$ cat config.mk
export PLATFORM = sky130hd
export DESIGN_NAME = iir_inv
export DESIGN_NICKNAME = d
export VERILOG_FILES = /design/src/rtl/iir_inv.sv
export SDC_FILE = /design/constraint.sdc
export NUM_CORES = 1
export LEC_CHECK = 0
export CORE_ASPECT_RATIO = 0.75
export CORE_UTILIZATION = 40
export DETAILED_ROUTE_END_ITERATION = 6
export PLACE_DENSITY = 0.63
export REMOVE_ABC_BUFFERS = 1
export SYNTH_ARGS = -nofsm -noshare
export SYNTH_HDL_FRONTEND = slang
export SYNTH_SLANG_ARGS = --single-unit
$ cat constraint.sdc
create_clock -name i_clk -period 2.2 [get_ports i_clk]
set_clock_uncertainty 0.05 [all_clocks]
set_input_delay 0.44 -clock i_clk [delete_from_list [all_inputs] [get_ports i_clk]]
set_output_delay 0.44 -clock i_clk [all_outputs]
set_load 0.01 [all_outputs]
$ cat src/rtl/iir_inv.sv
// iir_inv: inverse of the second-order recursive IIR, x[n] = y[n] - A1*y[n-1] - A2*y[n-2].
// Two-stage valid/ready pipeline; define IIR_INV_SAT_EN to saturate the result instead of wrapping.
module iir_inv #(
  parameter int NB_DATA = 8,
  parameter int A1      = 1,
  parameter int A2      = 0,
  parameter int NB_CNT  = 16
) (
  input  logic               i_clk,
  input  logic               i_rst,
  input  logic [NB_DATA-1:0] i_data,
  input  logic               i_valid,
  output logic               o_ready,
  input  logic               i_clear,
  output logic [NB_DATA-1:0] o_data,
  output logic               o_valid,
  input  logic               i_ready,
  output logic               o_primed,
  output logic [NB_CNT-1:0]  o_count
);

  localparam int W = NB_DATA + 5;
  localparam logic signed [W-1:0] C1 = W'(A1);
  localparam logic signed [W-1:0] C2 = W'(A2);

  // Each bit of the state is the valid flag of one stage: [1] output stage, [0] stage 1.
  typedef enum logic [1:0] {
    OCC_EMPTY   = 2'b00,
    OCC_ONE_IN  = 2'b01,
    OCC_ONE_OUT = 2'b10,
    OCC_TWO     = 2'b11
  } occ_t;

  occ_t                state;
  occ_t                state_next;
  logic                s1_valid;
  logic                adv;
  logic                accept;
  logic [NB_DATA-1:0]  y1;
  logic [NB_DATA-1:0]  y2;
  logic signed [W-1:0] s1_y;
  logic signed [W-1:0] s1_p1;
  logic signed [W-1:0] s1_p2;
  logic signed [W-1:0] diff;
  logic [NB_DATA-1:0]  result;

  function automatic logic signed [W-1:0] sext(input logic [NB_DATA-1:0] v);
    return {{(W-NB_DATA){v[NB_DATA-1]}}, v};
  endfunction

  assign s1_valid = state[0];
  assign o_valid  = state[1];
  assign adv      = !o_valid || i_ready;
  assign o_ready  = adv && !i_clear && i_rst;
  assign accept   = i_valid && o_ready;
  assign o_primed = (o_count >= NB_CNT'(2));

  // NOTE: every signal driven here gets a default first, so no path can infer a latch.
  always_comb begin
    state_next = state;
    if (i_clear) begin
      state_next = OCC_EMPTY;
    end else begin
      case (state)
        OCC_EMPTY:   if (accept) state_next = OCC_ONE_IN;
        OCC_ONE_IN:  state_next = accept ? OCC_TWO : OCC_ONE_OUT;
        OCC_ONE_OUT: if (i_ready) state_next = accept ? OCC_ONE_IN : OCC_EMPTY;
        OCC_TWO:     if (i_ready) state_next = accept ? OCC_TWO : OCC_ONE_OUT;
        default:     state_next = OCC_EMPTY;
      endcase
    end
  end

  // NOTE: state is updated with non-blocking assignments so every flop samples pre-edge values.
  always_ff @(posedge i_clk) begin
    if (!i_rst) begin
      state <= OCC_EMPTY;
    end else begin
      state <= state_next;
    end
  end

  always_ff @(posedge i_clk) begin
    if (!i_rst || i_clear) begin
      y1      <= '0;
      y2      <= '0;
      o_count <= '0;
    end else if (accept) begin
      y2 <= y1;
      y1 <= i_data;
      if (o_count != '1) o_count <= o_count + NB_CNT'(1);
    end
  end

  // NOTE: stage-1 datapath has no reset; the occupancy state alone says whether it holds a live sample.
  always_ff @(posedge i_clk) begin
    if (accept) begin
      s1_y  <= sext(i_data);
      s1_p1 <= C1 * sext(y1);
      s1_p2 <= C2 * sext(y2);
    end
  end

  assign diff = s1_y - s1_p1 - s1_p2;

`ifdef IIR_INV_SAT_EN
  localparam logic signed [W-1:0] SAT_MAX = W'((2 ** (NB_DATA - 1)) - 1);
  localparam logic signed [W-1:0] SAT_MIN = W'(-(2 ** (NB_DATA - 1)));

  always_comb begin
    result = diff[NB_DATA-1:0];
    if (diff > SAT_MAX) begin
      result = SAT_MAX[NB_DATA-1:0];
    end else if (diff < SAT_MIN) begin
      result = SAT_MIN[NB_DATA-1:0];
    end
  end
`else
  // Wrapping keeps only the low bits; the guard bits are deliberately dropped.
  logic diff_unused_hi;
  assign diff_unused_hi = ^diff[W-1:NB_DATA];
  assign result         = diff[NB_DATA-1:0];
`endif

  always_ff @(posedge i_clk) begin
    if (!i_rst) begin
      o_data <= '0;
    end else if (adv && s1_valid) begin
      o_data <= result;
    end
  end

endmodule

# Word level (Yosys, flattened, before mapping)
# Cells that the tools add are included.
dict set report totals {
  register_bits 50
  out_inout_bits 27
  wordCells 36
}
dict set report classes {
  addsub 2
  n_lt_le_gt_ge 1
  n_eq_ne 7
  mux 6
  n_bitwise 1
  reduce_logical 13
}
# op count
set ops {}
lappend ops {{$add 16x1->16 const B} 1}
lappend ops {{$ge 16x2->1 const B} 1}
lappend ops {{$ne 16x16->1 const B} 1}
lappend ops {{$pmux 2 s4} 1}
lappend ops {{$sub 8x8->8} 1}
lappend ops {{$mux 2} 3}
lappend ops {{$ne 2x2->1 const B} 3}
lappend ops {{$eq 2x2->1 const B} 2}
lappend ops {{$logic_and 1x1->1} 4}
lappend ops {{$logic_not 1->1} 3}
lappend ops {{$reduce_and 3->1} 1}
lappend ops {{$eq 2x1->1 const B} 1}
lappend ops {{$logic_not 2->1} 1}
lappend ops {{$logic_or 1x1->1} 2}
lappend ops {{$mux 1} 2}
lappend ops {{$reduce_and 2->1} 1}
lappend ops {{$reduce_or 2->1} 1}
lappend ops {{$not 1->1} 1}

# Logic depth before layout (Yosys ltp)
dict set report logic_depth {
  ltp_word 8
  depth_mapped 9
  depth_no_buf 9
}

# Worst setup path after synthesis
# Ideal clock, no wire load.
dict set report synth_path {
  path_kind {in2reg}
  from {input port i_ready}
  to {register s1_p1[0], enable pin}
  setup_time_ps 427
  arrival_ps 1465
  t_required_ps 1723
  slack_ps 259
  stages 4
  cell_sequence {nand2b_1 -> nand3_2 -> buf_2 -> clkinv_1}
}
dict set report synth_between {
  elab_chain_len 4
}
# item line_no
set synth_lines {}
lappend synth_lines {{start, declared} 17} ;# input logic i_ready,
lappend synth_lines {{$logic_or 1x1->1} 53} ;# assign adv = !o_valid || i_ready;
lappend synth_lines {{$logic_and 1x1->1 (2 in series)} 54} ;# assign o_ready = adv && !i_clear && i_rst;
lappend synth_lines {{$logic_and 1x1->1} 55} ;# assign accept = i_valid && o_ready;
lappend synth_lines {{via accept} 38} ;# logic accept;
lappend synth_lines {{end signal, assigned} 99} ;# s1_p1 <= C1 * sext(y1);
lappend synth_lines {{end, declared} 42} ;# logic signed [W-1:0] s1_p1;
# The timed path passes the listed nets, and every way through them passes these cells.
# A chain may end at the register's enable or synchronous reset.

# Worst setup path in the final report
dict set report layout_path {
  from {register o_count[2]}
  to {output port o_primed}
}
dict set report layout_between {
  elab_chain_len 1
}
# item line_no
set layout_lines {}
lappend layout_lines {{start, declared} 19} ;# output logic [NB_CNT-1:0] o_count
lappend layout_lines {{start signal, assigned} 91} ;# if (o_count != '1) o_count <= o_count + NB_CNT'(1);
lappend layout_lines {{$ge 16x2->1} 56} ;# assign o_primed = (o_count >= NB_CNT'(2));
lappend layout_lines {{end, declared} 18} ;# output logic o_primed,
# No other way between the ends.

==> summary.txt <==
Detailed routing
  – 1st-iter DRT viols: 49
  – Antenna Nets Post-Route: 0
  – Via density: 4.92
  – Drt drc: 0
  – Routed length per instance: 12.9 µm
  – DRT Pass-1 Iters: 4
  – DR vias: 1735
  – Drt total wl: 4540 µm

Synth
  – EDFF count, synth: 16
  – Ys async rst share: 0%
  – Most frequent cell after synthesis: dfxtp_1
  – Leading area contributor after synthesis: dfxtp_1
  – YS warnings: 0
  – Post-synth top cells: 34 x dfxtp_1, 30 x nand2_1, 22 x nor2_1
  – Ranking of synthesized cells by area: dfxtp_1 29%, edfxtp_1 21%, xnor2_1 6.1%
  – Syn Std Cell Area: 2320 µm²
  – Synth Instances: 229
  – Avg Cell Area, Syn: 10.1 µm²
  – Synth cell types: 45
  – Post-synthesis register bit count: 50
  – Top FF cell, synth: dfxtp_1
  – Seq/Total Area, Yosys: 50.1%
  – Post-synth top area share: 29.4%

Worst hold path
  – Min-Delay Endpoint: s1_p1[0]$_DFFE_PP_
  – Worst hold path stage count: 0
  – HP Class: flop to flop
  – Min-delay src: y1[0]$_SDFFE_PP0P_

Global route
  – Initial antenna violation count: 0
  – First-pass GRT wire length: 7440 µm
  – Vias in the first global route: 1521
  – GR Overflow Total: 0
  – Largest net degree at the start of global routing: 25
  – Gr usage total: 15.7%

Worst setup path
  – Internal reg-to-reg setup slack: 210 ps
  – Worst EP required: 1710 ps
  – Nature of the critical path startpoint: flop
  – Worst reg2reg path depth: 9
  – CP max FO: 8
  – Critical path arrival: 1510 ps
  – Crit Path Class: flop to output port
  – Crit path capture type: output port
  – Critical R2R Capture: o_data[6]$_SDFFE_PN0P_
  – R2R Path Start: s1_y[0]$_DFFE_PP_

Place
  – Port bufs: 39
  – Dpl cells: 345
  – HPWL after DPL: 3300 µm
  – Placed cell area: 2850 µm²
  – Routability cong.: 0.740

STA
  – Fin crit share: 90.7%
  – TNS Setup: 0 ps
  – RSZ-0062 raised after global routing: false
  – Hold Vio Cnt, Final: 0
  – Final min period: 2000 ps
  – Worst-Margin Slew: 482 ps
  – Max_slew headroom: 67.7%
  – FMAX: 501 MHz
  – Final Max Slew Viols: 0
  – Final setup vio count: 0

Clocking
  – H-tree levels: 2
  – Clk sinks: 50
  – Post-CTS Resized: 2
  – Worst-Skew Late Latency: 300 ps
  – CTS tree: yes
  – Hold-fix buffers, CTS: 0
  – Worst-path clk slew: 90 ps
  – Total CTS buffers: 5
  – CTS Root Cell: clkbuf_8
  – Max clock buf depth: 2
  – Post-CTS Setup Inserts: 0

Cells and area
  – Final instance area: 2940 µm²
  – Area of the multi-input gates: 1100 µm²
  – Area delta synth->final: 27.1%
  – Antenna diodes: 0
  – Layout net count: 300
  – Finished Layout Cells: 353
  – Register area: 1160 µm²
  – Layout cells sized above 1: 10.8%
  – Layout fillers: 502

Pwr
  – P per Cell Area: 566 nW/µm²
  – Peak supply drop: 0.281 mV
  – Lkg Pwr: 1.10 nW
  – Power Total: 1.67 mW

Floorplanning
  – DIE HEIGHT: 67.9 µm
  – Initial Util: 42.4%
  – Core area: 5470 µm²
  – Num rows: 23
  – Full die area: 6100 µm²
  – Die X: 89.9 µm
  – Ports: 40

Outcome
  – Run status: complete, no violations

Flow run
  – Max_cap viols: 0
-- flip-flops by register name (all words and copies together), names as in the netlist --
name / flops
s1_y: 8
state: 2
y1: 8
o_data: 8
o_count: 16
s1_p1: 8
-- routing by layer --
metal / vias to the layer above / track usage, % / wire length [µm]
li1: 912 / - / -
met1: 785 / 23.8 / 2570
met2: 33 / 21.7 / 1750
met3: 5 / 3.33 / 168
met4: 0 / 5.44 / 52
met5: - / 0 / 0
-- kinds of logic after synthesis --
logic type	Yosys count	share of synthesized area, %
AOI/OAI and AO/OA	20	6.10
xor gates and xnor gates	17	6.43
adders and majority gates	10	5.73
buffers and inverters	17	2.81
DFF	50	50.1
muxes	1	0.432
and+or+nand+nor	114	28.4
-- stage by stage --
stage | hold slack [ps] | utilization (%) | setup slack (ps)
floorplan | 358 | - | 335
global placement | 362 | 52.0 | 60.4
detailed placement | 366 | 52.0 | 40.7
CTS | 385 | 53.7 | 24.7
global route | 408 | 53.8 | 27.2
finish | 388 | 53.8 | 205
-- critical path, stage by stage, from the launching register on --
cell           delay [ps]
dfxtp_1               410
nor4_1                370
nand4_1               120
dlygate4sd2_1         300
-- where the power goes --
part / switching, mW / internal (mW) / total (mW)
Clock: 0.306 / 0.224 / 0.530
Sequential: 0.0111 / 0.975 / 0.986
Combinational: 0.0752 / 0.0749 / 0.150
-- layout make-up --
class,instances,area share [%]
Timing Repair Buffer,46,15.5
Clock inverter,3,0.722
Multi-Input combinational cell,162,37.2
Sequential cell,50,39.5
Tap cell,75,3.19
Clock buffer,5,2.34
Inverter,12,1.53
-- how the worst max path moves through the flow --
stage / from / endpoint / slack (ps) / depth (start not counted)
2_1_floorplan: i_ready / s1_p1[0]$_DFFE_PP_ / 340 / 3
3_3_place_gp: i_rst / o_ready / 60 / 4
3_5_place_dp: i_rst / o_ready / 40 / 4
4_1_cts: i_rst / o_ready / 20 / 4
5_1_grt: o_count[1]$_SDFFE_PP0P_ / o_count[2]$_SDFFE_PP0P_ / 30 / 6
6_report: o_count[2]$_SDFFE_PP0P_ / o_primed / 200 / 3
-- cell usage in the layout, fill, tap and decap left out, types with 6 or more instances in the layout --
master	count
buf_4	6
clkdlybuf4s50_1	37
dfxtp_1	33
edfxtp_1	16
ha_1	9
inv_1	11
nand2_1	30
nand3_1	17
nor2_1	22
nor3_1	8
nor4_1	6
xnor2_1	16
(Power assumes the default switching activity.)
